**src/rtl/output_tensor_writer_pkg.sv**
```systemverilog
// Shared types and constants for the output tensor write-back path.
package output_tensor_writer_pkg;

  localparam int unsigned TILE_DIM   = 4;
  localparam int unsigned TILE_BYTES = TILE_DIM * TILE_DIM;

  typedef logic signed [7:0] int8_t;

  // One tile row: element j is channel j of the group.
  typedef int8_t [0:TILE_DIM-1] tile_row_t;
  // Whole tile: row i is pixel i of the group.
  typedef tile_row_t [0:TILE_DIM-1] tile_t;

  // Clamp a signed byte at zero.
  function automatic int8_t relu8(input int8_t v);
    return v[7] ? 8'sd0 : v;
  endfunction

endpackage

```
**src/rtl/output_addr_gen.sv**
```systemverilog
// Tile position counters, live-slot mask and channel-last byte address
// generation for the output tensor writer.
module output_addr_gen
  import output_tensor_writer_pkg::*;
#(
  parameter int unsigned PIX_W  = 11,
  parameter int unsigned CH_W   = 7,
  parameter int unsigned CHB_W  = 7,
  parameter int unsigned ADDR_W = 16
) (
  input  logic              clk,
  input  logic              reset,
  input  logic              clear,
  input  logic              advance,
  input  logic [PIX_W-1:0]  total_pix,
  input  logic [CH_W-1:0]   channels,
  input  logic [1:0]        slot_pix,
  input  logic [1:0]        slot_ch,
  output logic              live_c,
  output logic [ADDR_W-1:0] addr_c,
  output logic              layer_end_c
);

  logic [PIX_W-1:0] pix_base;
  logic [PIX_W-1:0] pix_idx;
  logic [PIX_W-1:0] pix_next;
  logic [CHB_W-1:0] ch_base;
  logic [CHB_W-1:0] ch_idx;
  logic [CHB_W-1:0] ch_next;
  logic [CHB_W-1:0] ch_lim;
  logic             pix_wrap;

  // Slot position, liveness, address and end-of-layer lookahead.
  always_comb begin
    ch_lim      = CHB_W'(channels);
    pix_idx     = pix_base + PIX_W'(slot_pix);
    ch_idx      = ch_base + CHB_W'(slot_ch);
    live_c      = (pix_idx < total_pix) && (ch_idx < ch_lim);
    addr_c      = ADDR_W'(pix_idx) * ADDR_W'(channels) + ADDR_W'(ch_idx);
    pix_next    = pix_base + PIX_W'(TILE_DIM);
    ch_next     = ch_base + CHB_W'(TILE_DIM);
    pix_wrap    = (pix_next >= total_pix);
    layer_end_c = pix_wrap && (ch_next >= ch_lim);
  end

  // Pixel tiles innermost, channel groups outermost.
  always_ff @(posedge clk or posedge reset) begin
    if (reset) begin
      pix_base <= '0;
      ch_base  <= '0;
    end else if (clear) begin
      pix_base <= '0;
      ch_base  <= '0;
    end else if (advance) begin
      if (pix_wrap) begin
        pix_base <= '0;
        ch_base  <= ch_next;
      end else begin
        pix_base <= pix_next;
      end
    end
  end

endmodule

```
**src/rtl/output_tensor_writer.sv**
```systemverilog
// Output tensor writer: takes 4x4 int8 result tiles (4 pixels x 4 channels)
// and serialises them as byte writes into a channel-last [row, col, channel]
// tensor_ram, one slot per cycle, pulsing layer_done after the last tile.
// Optional build macro OUTPUT_WRITER_RELU_EN: negative bytes are clamped to 0
// at tile capture; timing is unchanged.
module output_tensor_writer
  import output_tensor_writer_pkg::*;
#(
  parameter int unsigned MAX_IMG_W    = 32,
  parameter int unsigned MAX_IMG_H    = 32,
  parameter int unsigned MAX_CHANNELS = 64,
  parameter int unsigned ADDR_W       = $clog2(MAX_IMG_W*MAX_IMG_H*MAX_CHANNELS)
) (
  input  logic                              clk,
  input  logic                              reset,
  input  logic                              start,
  input  logic [$clog2(MAX_IMG_W+1)-1:0]    out_width,
  input  logic [$clog2(MAX_IMG_H+1)-1:0]    out_height,
  input  logic [$clog2(MAX_CHANNELS+1)-1:0] out_channels,
  input  logic                              tile_valid,
  output logic                              tile_ready,
  input  int8_t [0:TILE_DIM-1]              C0,
  input  int8_t [0:TILE_DIM-1]              C1,
  input  int8_t [0:TILE_DIM-1]              C2,
  input  int8_t [0:TILE_DIM-1]              C3,
  output logic                              ram_we,
  output logic [ADDR_W-1:0]                 ram_addr_w,
  output logic [7:0]                        ram_din,
  output logic                              busy,
  output logic                              layer_done
);

  localparam int unsigned CH_W   = $clog2(MAX_CHANNELS + 1);
  localparam int unsigned CHB_W  = $clog2(MAX_CHANNELS + TILE_DIM + 1);
  localparam int unsigned PIX_W  = $clog2(MAX_IMG_W*MAX_IMG_H + TILE_DIM + 1);
  localparam int unsigned SLOT_W = $clog2(TILE_BYTES + 1);

  typedef enum logic [1:0] {IDLE, WAIT_TILE, WRITE, DONE} state_t;

  state_t              state, state_n;
  logic [SLOT_W-1:0]   slot, slot_n;
  tile_t               buffer, buf_n;
  logic [PIX_W-1:0]    total_pix, total_pix_n;
  logic [CH_W-1:0]     channels, channels_n;
  logic                tile_ready_n;
  logic                ram_we_n;
  logic [ADDR_W-1:0]   ram_addr_n;
  logic [7:0]          ram_din_n;
  logic                busy_n;
  logic                layer_done_n;

  logic                clear_c;
  logic                advance_c;
  logic [3:0]          slot_sel_c;
  logic                live_c;
  logic [ADDR_W-1:0]   addr_c;
  logic                layer_end_c;

  // Byte conditioning applied when a tile is captured.
  function automatic int8_t capture_byte(input int8_t b);
`ifdef OUTPUT_WRITER_RELU_EN
    return relu8(b);
`else
    return b;
`endif
  endfunction

  // Slot 0 is emitted on the handshake edge itself, before it sits in the buffer.
  assign slot_sel_c = (state == WAIT_TILE) ? 4'd0 : slot[3:0];

  output_addr_gen #(
    .PIX_W  (PIX_W),
    .CH_W   (CH_W),
    .CHB_W  (CHB_W),
    .ADDR_W (ADDR_W)
  ) u_addr_gen (
    .clk         (clk),
    .reset       (reset),
    .clear       (clear_c),
    .advance     (advance_c),
    .total_pix   (total_pix),
    .channels    (channels),
    .slot_pix    (slot_sel_c[3:2]),
    .slot_ch     (slot_sel_c[1:0]),
    .live_c      (live_c),
    .addr_c      (addr_c),
    .layer_end_c (layer_end_c)
  );

  // Next-state and next-output computation for the write-back sequencer.
  always_comb begin
    state_n      = state;
    slot_n       = slot;
    buf_n        = buffer;
    total_pix_n  = total_pix;
    channels_n   = channels;
    tile_ready_n = 1'b0;
    ram_we_n     = 1'b0;
    ram_addr_n   = ram_addr_w;
    ram_din_n    = ram_din;
    busy_n       = busy;
    layer_done_n = 1'b0;
    clear_c      = 1'b0;
    advance_c    = 1'b0;

    case (state)
      IDLE: begin
        if (start) begin
          total_pix_n = PIX_W'(out_width) * PIX_W'(out_height);
          channels_n  = out_channels;
          busy_n      = 1'b1;
          clear_c     = 1'b1;
          if ((out_width == '0) || (out_height == '0) || (out_channels == '0)) begin
            state_n      = DONE;
            layer_done_n = 1'b1;
          end else begin
            state_n      = WAIT_TILE;
            tile_ready_n = 1'b1;
          end
        end
      end

      WAIT_TILE: begin
        tile_ready_n = 1'b1;
        if (tile_valid && tile_ready) begin
          for (int j = 0; j < TILE_DIM; j++) begin
            buf_n[0][j] = capture_byte(C0[j]);
            buf_n[1][j] = capture_byte(C1[j]);
            buf_n[2][j] = capture_byte(C2[j]);
            buf_n[3][j] = capture_byte(C3[j]);
          end
          ram_we_n     = live_c;
          ram_addr_n   = addr_c;
          ram_din_n    = buf_n[0][0];
          slot_n       = SLOT_W'(1);
          tile_ready_n = 1'b0;
          state_n      = WRITE;
        end
      end

      WRITE: begin
        if (slot == SLOT_W'(TILE_BYTES)) begin
          advance_c = 1'b1;
          if (layer_end_c) begin
            state_n      = DONE;
            layer_done_n = 1'b1;
          end else begin
            state_n      = WAIT_TILE;
            tile_ready_n = 1'b1;
          end
        end else begin
          ram_we_n   = live_c;
          ram_addr_n = addr_c;
          ram_din_n  = buffer[slot[3:2]][slot[1:0]];
          slot_n     = slot + SLOT_W'(1);
        end
      end

      DONE: begin
        busy_n  = 1'b0;
        state_n = IDLE;
      end

      default: state_n = IDLE;
    endcase
  end

  // State, buffer, latched config and registered outputs.
  always_ff @(posedge clk or posedge reset) begin
    if (reset) begin
      state      <= IDLE;
      slot       <= '0;
      buffer     <= '0;
      total_pix  <= '0;
      channels   <= '0;
      tile_ready <= 1'b0;
      ram_we     <= 1'b0;
      ram_addr_w <= '0;
      ram_din    <= '0;
      busy       <= 1'b0;
      layer_done <= 1'b0;
    end else begin
      state      <= state_n;
      slot       <= slot_n;
      buffer     <= buf_n;
      total_pix  <= total_pix_n;
      channels   <= channels_n;
      tile_ready <= tile_ready_n;
      ram_we     <= ram_we_n;
      ram_addr_w <= ram_addr_n;
      ram_din    <= ram_din_n;
      busy       <= busy_n;
      layer_done <= layer_done_n;
    end
  end

endmodule
```
**config.mk**
```make
export PLATFORM = sky130hd
export DESIGN_NAME = output_tensor_writer
export DESIGN_NICKNAME = d
export VERILOG_FILES = /design/src/rtl/output_tensor_writer_pkg.sv /design/src/rtl/output_addr_gen.sv /design/src/rtl/output_tensor_writer.sv
export SDC_FILE = /design/constraint.sdc
export NUM_CORES = 1
export LEC_CHECK = 0
export BUFFER_PORTS_ARGS = -buffer_cell sky130_fd_sc_hd__buf_2
export CAP_MARGIN = 20
export CORE_MARGIN = 3
export CORE_UTILIZATION = 40
export CTS_BUF_LIST = sky130_fd_sc_hd__clkbuf_2 sky130_fd_sc_hd__clkbuf_4 sky130_fd_sc_hd__clkbuf_8
export CTS_CLUSTER_SIZE = 24
export DETAILED_ROUTE_END_ITERATION = 12
export PLACE_DENSITY_LB_ADDON = 0.15
export SLEW_MARGIN = 20
export SYNTH_ARGS = -nofsm -noshare
export SYNTH_HDL_FRONTEND = slang
export SYNTH_HIERARCHICAL = 1
export SYNTH_SLANG_ARGS = --single-unit
```
**constraint.sdc**
```tcl
create_clock -name clk -period 5.9 [get_ports clk]
set_input_delay 0.59 -clock clk [delete_from_list [all_inputs] [get_ports clk]]
set_output_delay 0.59 -clock clk [all_outputs]
set_load 0.01 [all_outputs]
```
# --- After elaboration in Yosys (flattened, before gate mapping) ---
# Cells that the tools add are included.
totals:
  ff_bits: 199
  inputBits: 151
  output_inout_bits: 28
  word_cells: 119
op_classes:
  addsub: 6
  n_mul: 2
  magnitude_cmp: 6
  n_eq_ne: 8
  muxes: 48
  n_bitwise: 2
  n_reduce_logical: 19
op_table:
  columns: ["op", "count"]
  rows:
  - ["binary-select mux 32 bit (select 2 bit)", 1]
  - ["2-to-1 mux 32 bit", 2]
  - ["2-to-1 mux 11 bit", 3]
  - ["2-to-1 mux 16 bit", 2]
  - ["2-to-1 mux 8 bit", 4]
  - ["case mux 16 bit (2 select lines)", 1]
  - ["2-to-1 mux 7 bit", 3]
  - ["adder 16 x 7 -> 16 bit", 1]
  - ["binary-select mux 8 bit (select 2 bit)", 1]
  - ["multiplier 11 x 7 -> 16 bit", 1]
  - ["2-to-1 mux 1 bit", 16]
  - ["case mux 8 bit (2 select lines)", 1]
  - ["zero test 6 bit", 2]
  - ["adder 11 x 2 -> 11 bit", 1]
  - ["adder 11 x 3 -> 11 bit (second input constant)", 1]
  - [">= comparator 11 bit", 1]
  - ["less-than comparator 11 bit", 1]
  - ["multiplier 6 x 6 -> 11 bit", 1]
  - ["2-to-1 mux 2 bit", 5]
  - ["2-to-1 mux 5 bit", 2]
  - ["case mux 5 bit (2 select lines)", 1]
  - ["case mux 2 bit (4 select lines)", 1]
  - ["AND reduction 2 bit", 4]
  - ["nonzero test 2 bit", 4]
  - ["other kinds (20)", 31]

# --- Longest topological paths before layout ---
depth:
  ltp_word: 9
  mapped_depth: 20
  mapped_depth_nobuf: 20

# --- Modules after synthesis ---
# Netlist, hierarchy kept.
by_module_without_submodules:
  columns: ["module", "instances", "cells_per_inst", "area_per_inst_um2", "seq_area_each_um2"]
  rows:
  - ["output_tensor_writer", 1, 689, 9068.7, 4529.3]
  - ["output_addr_gen", 1, 517, 4265.3, 350.3]

# --- Worst setup path before layout ---
# OpenSTA, ideal clock, no wires.
synth_path:
  path_type: "reg2reg"
  startpoint: "reg slot[3]"
  endpoint: "reg ram_addr_w[13]"
  setup_time_ns: 0.065
  t_arrival_ns: 5.046
  required_ns: 5.835
  path_slack_ns: 0.789
  stages_incl_launch_ff: 20
  path_buffers: 2
  period_less_slack_ns: 5.111
  path_cell_list: "dfrtp_1 -> buf_2 -> buf_1 -> nor2b_1 -> nand2_1 -> fa_1 -> fa_1 -> inv_1 -> fa_1 -> inv_1 -> fa_1 -> inv_1 -> ha_1 -> a211oi_1 -> o211ai_1 -> o211ai_1 -> or4b_1 -> o311ai_0 -> nand2_1 -> nand2_1"
synth_between:
  elab_chain_len: 6
  elab_cells_between_ends: 10
  cone_classes: "2 x add/sub; 1 x mul; 2 x eq/ne; 4 x mux; 1 x reduce/logical"
synth_lines:
  columns: ["element", "line_no", "rtl"]
  rows:
  - ["start, declared", "output_tensor_writer.sv:41", "logic [SLOT_W-1:0] slot, slot_n;"]
  - ["start signal, assigned", "output_tensor_writer.sv:184", "slot <= slot_n;"]
  - ["2-to-1 mux 4 bit (*)", "output_tensor_writer.sv:69", "assign slot_sel_c = (state == WAIT_TILE) ? 4'd0 : slot[3:0];"]
  - ["net slot_sel_c[3]", "output_tensor_writer.sv:54", "logic [3:0] slot_sel_c;"]
  - ["adder 11 x 2 -> 11 bit (*)", "output_addr_gen.sv:36", "pix_idx = pix_base + PIX_W'(slot_pix);"]
  - ["multiplier 11 x 7 -> 16 bit (*)", "output_addr_gen.sv:39", "addr_c = ADDR_W'(pix_idx) * ADDR_W'(channels) + ADDR_W'(ch_idx);"]
  - ["adder 16 x 7 -> 16 bit (*)", "output_addr_gen.sv:39", null]
  - ["net addr_c[13]", "output_tensor_writer.sv:56", "logic [ADDR_W-1:0] addr_c;"]
  - ["2-to-1 mux 16 bit, on equally long branches", "output_tensor_writer.sv:142, output_tensor_writer.sv:125", null]
  - ["case mux 16 bit (2 select lines) (*)", "output_tensor_writer.sv:106", "case (state)"]
  - ["end signal, assigned", "output_tensor_writer.sv:190", "ram_addr_w <= ram_addr_n;"]
  - ["end, declared", "output_tensor_writer.sv:27", "output logic [ADDR_W-1:0] ram_addr_w,"]
# The timed path passes the listed nets; every way through them passes the cells marked *. The select of a mux whose other input is x is not followed.
# A chain may end at the register's enable or synchronous reset.

# --- Final worst setup path ---
layout_path:
  startpoint: "reg state[1]"
  endpoint: "reg ram_addr_w[13]"
layout_between:
  elab_chain_len: 7
  elab_cells_between_ends: 14
  cone_classes: "3 x add/sub; 1 x mul; 4 x eq/ne; 4 x mux; 2 x reduce/logical"
layout_lines:
  columns: ["element", "line_no", "rtl"]
  rows:
  - ["start, declared", "output_tensor_writer.sv:40", "state_t state, state_n;"]
  - ["start signal, assigned", "output_tensor_writer.sv:183", "state <= state_n;"]
  - ["== test 2 x 1 -> 1 bit (*)", "output_tensor_writer.sv:69", null]
  - ["2-to-1 mux 4 bit (*)", "output_tensor_writer.sv:69", null]
  - ["net slot_sel_c[2]", "output_tensor_writer.sv:54", null]
  - ["adder 11 x 2 -> 11 bit (*)", "output_addr_gen.sv:36", null]
  - ["multiplier 11 x 7 -> 16 bit (*)", "output_addr_gen.sv:39", null]
  - ["adder 16 x 7 -> 16 bit (*)", "output_addr_gen.sv:39", null]
  - ["net addr_c[13]", "output_tensor_writer.sv:56", null]
  - ["2-to-1 mux 16 bit, on equally long branches", "output_tensor_writer.sv:142, output_tensor_writer.sv:125", null]
  - ["case mux 16 bit (2 select lines) (*)", "output_tensor_writer.sv:106", null]
# Marked as above.

==> results.cfg <==
[status]
status = completed

[synth]
syn_nets = 1515
ys_ff_latch = 195
synth_edf_count = 0
async_flop_share_pct = 100.0
synth_area_sq_mm = 0.01333
synth_seq_area_share_pct = 36.60
ys_types = 64
yosys_most_used_dff = dfrtp_1
synthCells = 1206
synth.avg_cell_area_sq_um = 11.06
synth.yosys.warnings = 6

[place]
post-dp-hpwl_um = 23270
post_dp_cell_area_sq_mm = 0.01458
io_buffers = 178
gp_congestion = 0.7811

[critical_path]
cp-end-kind = flip-flop
cp_cell_sequence = inv_1 -> ha_1 -> nor2b_1 -> nand2_1 -> fa_1 -> fa_1 -> inv_1 -> fa_1 -> inv_1 -> fa_1 -> inv_1 -> ha_1 -> a211oi_1 -> o211ai_1 -> o211ai_1 -> or4b_1 -> o311ai_0 -> nand2_1 -> nand2_1
crit_path_max_fanout = 8
slowest_stage = fa_1
crit_type = flip-flop to flip-flop
worstSetupStartpointType = flip-flop
cp_data_arrival_time_ns = 5.78
max_stage_delay_ns = 0.54
worstPathRequired_ns = 6.33

[finish]
finalNetCount = 1654
layout-drive-gt1-share_pct = 29.82
fin_util_pct = 45.93
layout_common_cells = dfrtp_1, buf_2, mux2_2
final_common_cell = dfrtp_1
design_area_sq_mm = 0.01502
area_growth_pct = 12.63
fillCellCount = 3157

[power]
ir_worst_vdd_uv = 223.5
p_leak_nw = 7.170
cellPowerDensity_mw_per_mm2 = 383.6

[cts]
insertion_delay_ns = 0.48
root_buffer = clkbuf_8
post_cts_buffers = 0
clock_path_buffers = 2
clkTransAtPathRegs_ns = 0.12
hold_buffers = 0
tritoncts = built
cts_resized = 0
cts_buffers = 17
clock_sinks = 195
htreeDepth = 4

[timing]
worst_pin_slew_ns = 0.9718
setup_viol = 0
hold_viol = 0
min_period_ns = 5.349
relSlewSlack_pct = 35.21
tns_ns = 0
report.final.slew_viol_count = 0
fmax_ghz = 0.1869
skew_ns = 0.02007
rsz0062_at_grt = false
period_share_pct = 90.66

[floorplanning]
die_height_um = 188.6
ios = 179
dieArea_sq_mm = 0.03556
core_sq_mm = 0.03270
die-width_um = 188.6
initial_utilization_pct = 40.78
row_count = 66

[global_route]
grt_pass1_vias = 9576
grt_first_pass_wirelength_um = 51160
grt_max_degree = 79
grt.total_usage_pct = 18.00
grt.overflow.total = 0
antenna_found_initial = 17

[drt]
vias = 9067
wl_per_cell_um = 17.00
finalWirelength_um = 30660
post-route-drc-count = 0
first_pass_iters = 4
routed_via_density = 5.026
drt_iter0_markers = 399
final_antenna_net_count = 0

[hold_path]
worstHoldPathType = input port to asynchronous set/reset pin

[job]
drv_cap = 0
-- final cells by class --
class                      instances  area, sq um  area share, %
multi-input combinational        814         7680          51.14
timing repair buffer             190        980.9          6.532
inverter                         127        484.2          3.224
antenna                            4        10.01        0.06665
sequential                       195         4882          32.51
clock inverter                    14        180.2          1.200
clock buffer                      18        247.7          1.650
tap                              442        553.0          3.682
-- state kept, by name, indices dropped and copies added, names as in the netlist, 2 cells and up --
register             flops
u_addr_gen/pix_base      9
ram_din                  8
state                    2
slot                     5
total_pix               11
ram_addr_w              16
channels                 7
buffer                 128
u_addr_gen/ch_base       5
-- per-stage QoR --
stage | power [mW] | cells | setup slack (ns) | hold WS (ns)
after floorplan | 4.208 | 1206 | 0.3947 | 0.4485
after global placement | 4.871 | 1768 | 0.6376 | 0.4577
after detailed placement | 4.930 | 1768 | 0.5286 | 0.4621
after CTS | 5.869 | 1800 | 0.5280 | 0.04527
after global routing | 6.280 | 1803 | 0.1154 | 0.05053
final | 5.762 | 1804 | 0.5509 | 0.06618
-- synthesized netlist by cell type (11+ instances only) --
cell      number  area, sq um
dfrtp_1      195         4880
mux2_2       139         1565
inv_1        126        473.0
nand2_1      113        424.2
ha_1          92         1151
and2_1        86        538.0
fa_1          66         1321
clkbuf_1      46        172.7
o21ai_0       34        170.2
mux4_2        31        698.2
a21oi_1       30        150.1
nand3_1       24        120.1
xnor2_1       20        175.2
buf_2         17        85.08
nand2b_1      16        100.1
nor2_1        16        60.06
a211oi_1      15        112.6
or3_1         11        68.82
-- critical path, delay by kind of cell, from the launching register on --
kind                       cells  cell delay (ns)
adders and majority gates      6             2.75
and+or+nand+nor                5             1.11
AOI/OAI and AO/OA              4             0.82
DFF                            1             0.40
buffers and inverters          4             0.21
-- logic make-up (layout without fill, tap and decap cells) --
family	count (synthesis)	after routing	synth area share (%)
buf+inv	197	349	5.902
other cells	0	4	0
fa+ha+maj	158	158	18.54
simple gates	312	312	12.26
xor+xnor	30	30	1.971
compound gates	132	132	6.728
flops	195	195	36.60
mux	182	182	18.01
-- power breakdown --
part           internal, mW  switching (mW)  total (mW)
Sequential             1.92           0.383        2.30
Clock                 0.342           0.580       0.922
Combinational          1.28            1.26        2.54
Total                  3.54            2.22        5.76
-- per-layer routing --
layer  vias to the layer above  track usage (%)  wire (um)
li1                       4403                -          -
met1                      4437            22.72      13340
met2                       156            30.53      15030
met3                        45            5.953       1850
met4                        26            3.437        278
met5                         -                0        161
-- path summary, 6_finish.rpt --
check / startpoint / to / slack [ns] / cells past startpoint
max in group asynchronous: reset / buffer[119] / 4.56 / 3
worst min-delay path: reset / total_pix[9] / 0.07 / 2
worst max register to register: state[1] / ram_addr_w[13] / 0.55 / 19
worst min register to register: ram_addr_w[8] / ram_addr_w[8] / 0.49 / 2
worst max-delay path: state[1] / ram_addr_w[13] / 0.55 / 19
min in group clk: C3[2] / buffer[2] / 0.32 / 2
Power figures use the tool's default switching activity.
